### config.mk
export PLATFORM = sky130hd
export DESIGN_NAME = ppu_run_ctrl
export DESIGN_NICKNAME = d
export VERILOG_FILES = /design/src/rtl/ppu_run_ctrl_pkg.sv /design/src/rtl/ppu_sat_counter.sv /design/src/rtl/ppu_run_ctrl.sv
export SDC_FILE = /design/constraint.sdc
export NUM_CORES = 1
export LEC_CHECK = 0
export CORE_MARGIN = 3
export CORE_UTILIZATION = 45
export CTS_BUF_LIST = sky130_fd_sc_hd__clkbuf_4
export DETAILED_ROUTE_END_ITERATION = 12
export PLACE_DENSITY = 0.67
export SYNTH_ARGS = -nofsm -noshare
export SYNTH_HDL_FRONTEND = slang
export SYNTH_SLANG_ARGS = --single-unit
export TNS_END_PERCENT = 5
### constraint.sdc
create_clock -name clk -period 6.5 [get_ports clk]
set_input_delay 1.3 -clock clk [delete_from_list [all_inputs] [get_ports clk]]
set_output_delay 1.3 -clock clk [all_outputs]
set_load 0.005 [all_outputs]
### src/rtl/ppu_run_ctrl_pkg.sv
// Shared definitions for the PPU run-control sequencer: FSM state encodings,
// run-mode codes and a mode normalisation helper.
package ppu_run_ctrl_pkg;

  // FSM state encodings
  localparam logic [2:0] StHold     = 3'd0;
  localparam logic [2:0] StIdle     = 3'd1;
  localparam logic [2:0] StRun      = 3'd2;
  localparam logic [2:0] StStepWait = 3'd3;
  localparam logic [2:0] StDone     = 3'd4;

  // Run-mode codes as presented on the mode input
  localparam logic [1:0] MODE_FREE  = 2'd0;
  localparam logic [1:0] MODE_STEP  = 2'd1;
  localparam logic [1:0] MODE_COUNT = 2'd2;

  // The reserved code 3 behaves exactly like a free run.
  function automatic logic [1:0] norm_mode(input logic [1:0] m);
    return ((m == MODE_STEP) || (m == MODE_COUNT)) ? m : MODE_FREE;
  endfunction

endpackage

### src/rtl/ppu_sat_counter.sv
// Up-counter with synchronous clear, count enable and saturation at all-ones.
// Used both for the post-reset hold counter and for the executed-cycle count.
module ppu_sat_counter #(
  parameter int unsigned W = 16
) (
  input  logic         clk,
  input  logic         clr,
  input  logic         en,
  output logic [W-1:0] count
);

  logic [W-1:0] count_q;

  // Clear wins over enable; the count sticks once it reaches all-ones.
  always_ff @(posedge clk) begin
    if (clr) begin
      count_q <= '0;
    end else if (en && (count_q != '1)) begin
      count_q <= count_q + W'(1);
    end
  end

  assign count = count_q;

endmodule

### src/rtl/ppu_run_ctrl.sv
// Run-control sequencer for the PPU core. Stretches the core reset after the
// system reset, then gates the core clock-enable for free, single-step or
// budgeted runs, stopping on halt, budget, timeout or an external abort.
// All outputs come straight from registers.
module ppu_run_ctrl
  import ppu_run_ctrl_pkg::*;
#(
  parameter int unsigned RST_CYCLES = 2,
  parameter int unsigned CNT_W      = 16,
  parameter int unsigned MAX_CYCLES = 11
) (
  input  logic             clk,
  input  logic             Reset,
  input  logic             start,
  input  logic [1:0]       mode,
  input  logic [CNT_W-1:0] n_cycles,
  input  logic             step_req,
  input  logic             halt_in,
  input  logic             stop,
  output logic             core_rst,
  output logic             core_en,
  output logic [CNT_W-1:0] cycle_count,
  output logic             done,
  output logic             timeout
);

  localparam logic [CNT_W-1:0] RstCyc = CNT_W'(RST_CYCLES);
  localparam logic [CNT_W-1:0] MaxCyc = CNT_W'(MAX_CYCLES);
  localparam logic             TmoOn  = (MAX_CYCLES != 0);

  logic [2:0]       state_q, state_d;
  logic             core_rst_q, core_rst_d;
  logic             core_en_q, core_en_d;
  logic             done_q, done_d;
  logic             timeout_q, timeout_d;
  logic             step_prev_q;
  logic [1:0]       mode_q, mode_d;
  logic [CNT_W-1:0] budget_q, budget_d;

  logic             launch;
  logic             step_rise;
  logic             hold_en;
  logic [CNT_W-1:0] hold_count;
  logic [CNT_W-1:0] cycle_next;
  logic             hit_budget;
  logic             hit_max;

  // Counts Reset=0 edges spent in HOLD; stops once the stretch is complete.
  assign hold_en = (state_q == StHold) && (hold_count != RstCyc);

  ppu_sat_counter #(
    .W (CNT_W)
  ) u_hold_cnt (
    .clk   (clk),
    .clr   (Reset),
    .en    (hold_en),
    .count (hold_count)
  );

  // Every edge with the core enabled is an executed cycle.
  ppu_sat_counter #(
    .W (CNT_W)
  ) u_cycle_cnt (
    .clk   (clk),
    .clr   (Reset | launch),
    .en    (core_en_q),
    .count (cycle_count)
  );

  // Exit conditions look at the count as it will be after this edge.
  assign cycle_next = (cycle_count == '1) ? cycle_count : cycle_count + CNT_W'(1);
  assign hit_budget = (mode_q == MODE_COUNT) && (cycle_next == budget_q);
  assign hit_max    = TmoOn && (cycle_next == MaxCyc);
  assign step_rise  = step_req & ~step_prev_q;

  // Next-state and registered-output decode, exit priority stop > halt/budget > timeout.
  always_comb begin
    state_d    = state_q;
    core_rst_d = 1'b0;
    core_en_d  = 1'b0;
    done_d     = done_q;
    timeout_d  = timeout_q;
    mode_d     = mode_q;
    budget_d   = budget_q;
    launch     = 1'b0;
    case (state_q)
      StHold: begin
        if (hold_count == RstCyc) begin
          state_d = StIdle;
        end else begin
          core_rst_d = 1'b1;
        end
      end
      StIdle, StDone: begin
        if (stop) begin
          state_d = StIdle;
          done_d  = 1'b0;
        end else if (start) begin
          launch    = 1'b1;
          mode_d    = norm_mode(mode);
          budget_d  = n_cycles;
          done_d    = 1'b0;
          timeout_d = 1'b0;
          if (mode_d == MODE_STEP) begin
            state_d = StStepWait;
          end else if ((mode_d == MODE_COUNT) && (n_cycles == '0)) begin
            state_d = StDone;
            done_d  = 1'b1;
          end else begin
            state_d   = StRun;
            core_en_d = 1'b1;
          end
        end
      end
      StRun, StStepWait: begin
        if (core_en_q) begin
          // An enabled cycle is finishing on this edge.
          if (stop) begin
            state_d = StIdle;
          end else if (halt_in || hit_budget) begin
            state_d = StDone;
            done_d  = 1'b1;
          end else if (hit_max) begin
            state_d   = StDone;
            done_d    = 1'b1;
            timeout_d = 1'b1;
          end else begin
            core_en_d = (state_q == StRun);
          end
        end else if (stop) begin
          state_d = StIdle;
        end else begin
          core_en_d = step_rise;
        end
      end
      default: begin
        state_d = StIdle;
      end
    endcase
  end

  // State and output registers; Reset overrides everything.
  always_ff @(posedge clk) begin
    if (Reset) begin
      state_q     <= StHold;
      core_rst_q  <= 1'b1;
      core_en_q   <= 1'b0;
      done_q      <= 1'b0;
      timeout_q   <= 1'b0;
      step_prev_q <= 1'b0;
      mode_q      <= MODE_FREE;
      budget_q    <= '0;
    end else begin
      state_q     <= state_d;
      core_rst_q  <= core_rst_d;
      core_en_q   <= core_en_d;
      done_q      <= done_d;
      timeout_q   <= timeout_d;
      step_prev_q <= step_req;
      mode_q      <= mode_d;
      budget_q    <= budget_d;
    end
  end

  assign core_rst = core_rst_q;
  assign core_en  = core_en_q;
  assign done     = done_q;
  assign timeout  = timeout_q;

endmodule

== Yosys cells after proc, flatten, opt, wreduce, memory -nomap -nowiden ==
Index checks and enable logic that the tools add are counted.

* Flip-flop bits (word level): 58
* Bits of input ports: 24
* Output and inout port bits: 20
* Word-level logic and storage cells: 102

* $add $sub $neg: 2
* Equality and inequality tests: 27
* Muxes and demuxes: 43
* Bitwise logic cells: 4
* Reductions and logical operators: 16

{| class="wikitable"
|+ Operator list
! kind !! number
|-
| $add 16x1->16 const B || 2
|-
| $ne 16x16->1 const B || 2
|-
| $mux 3 || 10
|-
| $mux 1 || 27
|-
| $eq 16x16->1 || 1
|-
| $eq 16x16->1 const B || 1
|-
| $eq 16x2->1 const B || 1
|-
| $eq 16x4->1 const B || 1
|-
| $logic_not 16->1 || 1
|-
| $mux 16 || 1
|-
| $ne 16x2->1 const B || 1
|-
| $ne 2x2->1 const B || 6
|-
| $ne 3x3->1 const B || 3
|-
| $pmux 3 s3 || 1
|-
| $reduce_and 7->1 || 1
|-
| $eq 2x2->1 const B || 3
|-
| $eq 3x2->1 const B || 2
|-
| $pmux 1 s2 || 3
|-
| $logic_and 1x1->1 || 5
|-
| $reduce_and 5->1 || 1
|-
| $eq 2x1->1 const B || 2
|-
| $ne 4x4->1 const B || 1
|-
| $reduce_and 4->1 || 1
|-
| $reduce_or 2->1 || 2
|-
| other kinds (11) || 13
|}

== Longest topological paths before layout ==
* Depth in word-level cells: 10
* Gate-level depth with buffers: 11
* Depth with buffers taken out: 10

== Hierarchy ==
Synthesis repeated with hierarchy kept, for this count alone.

* Cell total of the unflattened synthesis: 478
* Area, all modules: 3,776.1 um^2

{| class="wikitable"
|+ By module, submodules not included
! module !! instances !! cells an instance !! area an instance (um^2) !! sequential area each (um^2)
|-
| ppu_run_ctrl || 1 || 280 || 2,079.5 || 520.5
|-
| ppu_sat_counter || 2 || 99 || 848.3 || 320.3
|}

== Worst setup path before layout ==
OpenSTA, ideal clock, no wires.

* Kind: input port to flip-flop
* Start point: in stop
* End point: reg u_cycle_cnt.count_q[0] (netlist: u_cycle_cnt.count[0])
* Setup time: 0.128 ns
* Data arrival time: 2.817 ns
* Required time: 6.372 ns
* Slack: 3.555 ns
* Cell stages on the path: 8
* Path buffers: 3
* Path through: or3_1 -> inv_1 -> and2_1 -> clkbuf_1 -> or2_2 -> clkbuf_1 -> clkbuf_1 -> nor2_1

* Word-level cells in the longest chain between the ends: 3

{| class="wikitable"
|+ Ends and longest elaborated chain
! item !! line !! source
|-
| start: declaration || ppu_run_ctrl.sv:19 || <nowiki>input logic stop,</nowiki>
|-
| $mux 1 || ppu_run_ctrl.sv:95 || <nowiki>if (stop) begin</nowiki>
|-
| $mux 1 || ppu_run_ctrl.sv:86 || <nowiki>case (state_q)</nowiki>
|-
| $or 1x1->1 || ppu_run_ctrl.sv:65 || <nowiki>.clr (Reset | launch),</nowiki>
|-
| end signal: assignment || ppu_sat_counter.sv:19 || <nowiki>count_q <= count_q + W'(1);</nowiki>
|-
| end: declaration || ppu_sat_counter.sv:12 || <nowiki>logic [W-1:0] count_q;</nowiki>
|}

Every way passes these cells.
A chain may end at the register's enable or synchronous reset.

== Final worst setup path ==
* Start point: reg u_cycle_cnt.count_q[4] (netlist: u_cycle_cnt.count[4])
* End point: reg done_q (netlist: done)

* Word-level cells in the longest chain between the ends: 9
* Elaborated cells on any way between the ends: 13
* Classes of those cells: 1 x add/sub; 4 x eq/ne; 5 x mux; 3 x reduce/logical

{| class="wikitable"
|+ Ends and longest elaborated chain
! item !! line !! source
|-
| $add 16x1->16 / $eq 16x16->1 (equally long branches) || ppu_run_ctrl.sv:71 || <nowiki>assign cycle_next = (cycle_count == '1) ? cycle_count : cycle_count + CNT_W'(1);</nowiki>
|-
| $mux 16 (*) || ppu_run_ctrl.sv:71 ||
|-
| $eq 16x16->1 || ppu_run_ctrl.sv:72 || <nowiki>assign hit_budget = (mode_q == MODE_COUNT) && (cycle_next == budget_q);</nowiki>
|-
| $logic_and 1x1->1 || ppu_run_ctrl.sv:72 ||
|-
| $logic_or 1x1->1 || ppu_run_ctrl.sv:120 || <nowiki>end else if (halt_in || hit_budget) begin</nowiki>
|-
| $mux 1 || ppu_run_ctrl.sv:120 ||
|-
| $mux 1 || ppu_run_ctrl.sv:118 || <nowiki>if (stop) begin</nowiki>
|-
| $mux 1 || ppu_run_ctrl.sv:116 || <nowiki>if (core_en_q) begin</nowiki>
|-
| $pmux 1 s2 || ppu_run_ctrl.sv:86 ||
|-
| end signal: assignment || ppu_run_ctrl.sv:157 || <nowiki>done_q <= done_d;</nowiki>
|-
| end: declaration || ppu_run_ctrl.sv:34 || <nowiki>logic done_q, done_d;</nowiki>
|}

Mark *: on every way between the ends. The rest lies on a longest branch, timed or not. The select of a mux whose other input is x is not followed.

==> key figures <==
Clocking
  – Post-CTS sizing: 0
  – Sink Count: 58
  – CTS tree: yes
  – Clock tree buffer depth: 2
  – Clk slew on worst S/H paths: 0.11 ns
  – Number of hold buffers added after cts: 0
  – CTS buffer count: 9
  – CTS HTree Levels: 3
  – Root Driver: clkbuf_4
  – Clk_lat worst skew: 0.42 ns
  – Post-CTS Setup Repair Bufs: 0

Cells and area
  – Final nets: 517
  – Share of cells above drive strength 1: 6.26%
  – Area Overhead vs Synth: 15.5%
  – Final instance count without filler cells: 597
  – Diode count: 0
  – Fill count: 802

Timing
  – Clk_skew: 0.0217 ns
  – Final WS setup: 3.10 ns
  – Fmax: 0.295 GHz
  – Period utilisation layout: 52.2%
  – Final Critical Period: 3.40 ns
  – Final Setup Violations: 0
  – Relative slew slack: 22.4%
  – Final Hold Vio Count: 0
  – Setup tns final: 0 ns
  – Unrepaired setup endpoints after global routing: no
  – Worst slew pin tran: 1.15 ns
  – Fin. max-slew vios: 0

Worst setup path
  – Slowest CP cell: or4_1
  – Critical path data arrival time: 3.74 ns
  – CP Launch Type: flop
  – CP required: 6.84 ns
  – Register-to-Register Path Depth: 8
  – Critical path's largest stage delay: 0.79 ns
  – Buf/Inv on CP: 0
  – Crit-path leading delay family: simple AND/OR/NAND/NOR gates
  – Worst setup EP type: flop
  – Cell chain of the critical path: nand4_2 -> or4_1 -> and3_1 -> a211oi_1 -> and4_1 -> o2111ai_2 -> a22o_1 -> a211oi_2
  – CP max FO: 18
  – Register-to-register setup slack: 3.10 ns
  – RR Startpoint: u_cycle_cnt.count[4]$_SDFFE_PP0P_
  – WS Path Type: flop to flop
  – R2r endpoint: done$_SDFFE_PP0P_

Pwr
  – Internal: 0.583 mW
  – Sw frac: 30.8%
  – P_leak: 1.44 nW
  – Power per cell area: 202 nW/um2
  – Sequential share of power: 47.7%
  – Sw Pwr: 0.259 mW
  – Clock power share: 31.9%
  – Tot Pwr: 0.842 mW
  – Combinational share of power: 20.4%
  – Worst VDD drop: 0.000132 V

Logic synthesis
  – Cell Area, Synth: 3610 um2
  – Post-synth cell types: 60
  – Primary FF master, synth: dfxtp_1
  – Async S/R FF share, synth: 0%
  – Seq cells post-synth: 58
  – Avg Inst Size Synth: 7.77 um2
  – Seq/Total Area, Yosys: 32.2%
  – Mapped Cells: 465
  – Yosys warning count: 0
  – Post-synth EDFFs: 0
  – Post-synthesis net count: 492

Routing
  – Routed Antenna Nets: 0
  – DR iter-0 viols: 147
  – Post-route DRC: 0
  – Total Wirelength: 9180 um
  – Wire per inst: 15.4 um
  – Via count: 3385
  – Vias per cell: 5.67
  – DR pass1 iterations: 5

Placement
  – DP Wirelength: 6690 um
  – Post-place setup slack: 2.87 ns
  – Placed insts: 581
  – IO Port Bufs: 43
  – Gpl congestion: 0.953

Global route
  – Largest net degree at the start of global routing: 46
  – Vias in the first global route: 3198
  – Overflow after GRT: 0
  – Initial antenna violation count: 0
  – First-pass GRT wire length: 15500 um
  – GRT Total Usage: 21.6%

Hold path
  – Worst hold path stage count: 2
  – Critical hold path startpoint: budget_q[8]$_SDFFE_PP0P_
  – WHS Endpoint: budget_q[8]$_SDFFE_PP0P_
  – Hold Crit Class: flop to flop

Run
  – MaxCap Viol Count: 0

Floorplanning
  – Core Region: 7770 um2
  – # IOs: 44
  – Die W: 95.6 um
  – Die Area: 9140 um2
  – Die Height: 95.6 um
  – Initial core utilization: 46.5%
  – Rows: 32

Status
  – Outcome: finished clean
[worst reg2reg max path: stages (launching register included)]
cell       delay [ns]
dfxtp_1          0.66
nand4_2          0.48
or4_1            0.79
and3_1           0.23
a211oi_1         0.26
and4_1           0.25
o2111ai_2        0.17
a22o_1           0.30
a211oi_2         0.20
[final cells by class]
cell class	count	area, um2	share of cell area, %
multi-input cells	365	2260	54.2
flip-flops and latches	58	1160	27.8
clock buffers	11	82.6	1.98
inverters	12	45.0	1.08
clock inverters	5	55.1	1.32
well taps	102	128	3.06
repair buffers	44	438	10.5
[cell families (layout without fill, tap and decap cells)]
group | after synthesis | in the layout | synth area share (%)
mux | 6 | 6 | 1.66
simple gates | 230 | 230 | 34.2
buf+inv | 42 | 72 | 5.20
flops | 58 | 58 | 32.2
fa+ha+maj | 3 | 3 | 1.04
compound gates | 87 | 87 | 15.9
xor+xnor | 39 | 39 | 9.84
[power groups by stage]
stage	logic (mW)	registers (mW)	clock network [mW]
5_1_grt	0.196	0.405	0.287
2_1_floorplan	0.123	0.403	0
4_1_cts	0.172	0.402	0.274
3_3_place_gp	0.170	0.409	0
3_5_place_dp	0.172	0.410	0
6_report	0.172	0.402	0.268
[worst max path at each step]
stage | from | end | slack (ns) | depth (start not counted)
global placement | stop | timeout$_SDFFE_PP0P_ | 2.91 | 6
floorplan | stop | u_cycle_cnt.count[0]$_SDFFE_PP0P_ | 3.56 | 8
global route | u_cycle_cnt.count[4]$_SDFFE_PP0P_ | done$_SDFFE_PP0P_ | 2.79 | 8
detailed placement | stop | timeout$_SDFFE_PP0P_ | 2.87 | 6
finish | u_cycle_cnt.count[4]$_SDFFE_PP0P_ | done$_SDFFE_PP0P_ | 3.10 | 8
CTS | u_cycle_cnt.count[4]$_SDFFE_PP0P_ | done$_SDFFE_PP0P_ | 3.09 | 8
[through the flow]
step	utilization, %	instance area [um2]	hold slack (ns)
after CTS	53.7	4170	0.481
after global routing	53.7	4170	0.511
after floorplan	-	3610	0.441
final	53.7	4170	0.477
after global placement	51.9	4030	0.457
after detailed placement	51.9	4030	0.465
[cell usage in the layout, fill, tap and decap left out, types with 3 or more instances in the layout]
master,instances
o31ai_1,3
a21oi_1,32
clkdlybuf4s50_1,43
mux2i_1,6
nand2b_1,13
xnor2_1,20
a31oi_1,7
nor3_1,16
o211ai_1,3
nor4_1,9
and3_1,8
nand4_1,10
or4_1,4
nor2b_1,4
clkbuf_4,11
nand3b_1,3
a211oi_1,4
o21ai_0,15
a21o_1,3
dfxtp_1,58
xor2_1,18
and4_1,6
or3_1,7
and2_1,5
nand3_1,18
nand2_1,57
nor2_1,53
ha_1,3
inv_1,12
[per-layer routing]
layer	share of wire (%)	vias to the layer above	wire length (um)	global-route usage [%]
li1	-	1699	-	-
met4	1.6	0	144	6.87
met2	46	90	4270	34.0
met3	4.8	13	445	5.13
met1	47	1583	4330	29.2
met5	0	-	0	0
[cell usage after synthesis (9+ instances only)]
master | number | area [um2]
a21oi_1 | 32 | 160
clkbuf_1 | 17 | 63.8
dfxtp_1 | 58 | 1160
inv_1 | 12 | 45.0
nand2_1 | 57 | 214
nand2b_1 | 13 | 81.3
nand3_1 | 18 | 90.1
nand4_1 | 10 | 62.6
nor2_1 | 53 | 199
nor3_1 | 16 | 80.1
nor4_1 | 9 | 56.3
o21ai_0 | 15 | 75.1
xnor2_1 | 20 | 175
xor2_1 | 18 | 158
[state kept, by name (all words and copies together), names as in the netlist]
signal	cells
core_en	1
mode_q	2
timeout	1
state_q	3
budget_q	16
step_prev_q	1
u_hold_cnt.count	16
done	1
core_rst	1
u_cycle_cnt.count	16
No activity file was read; power rests on OpenSTA's default activity.
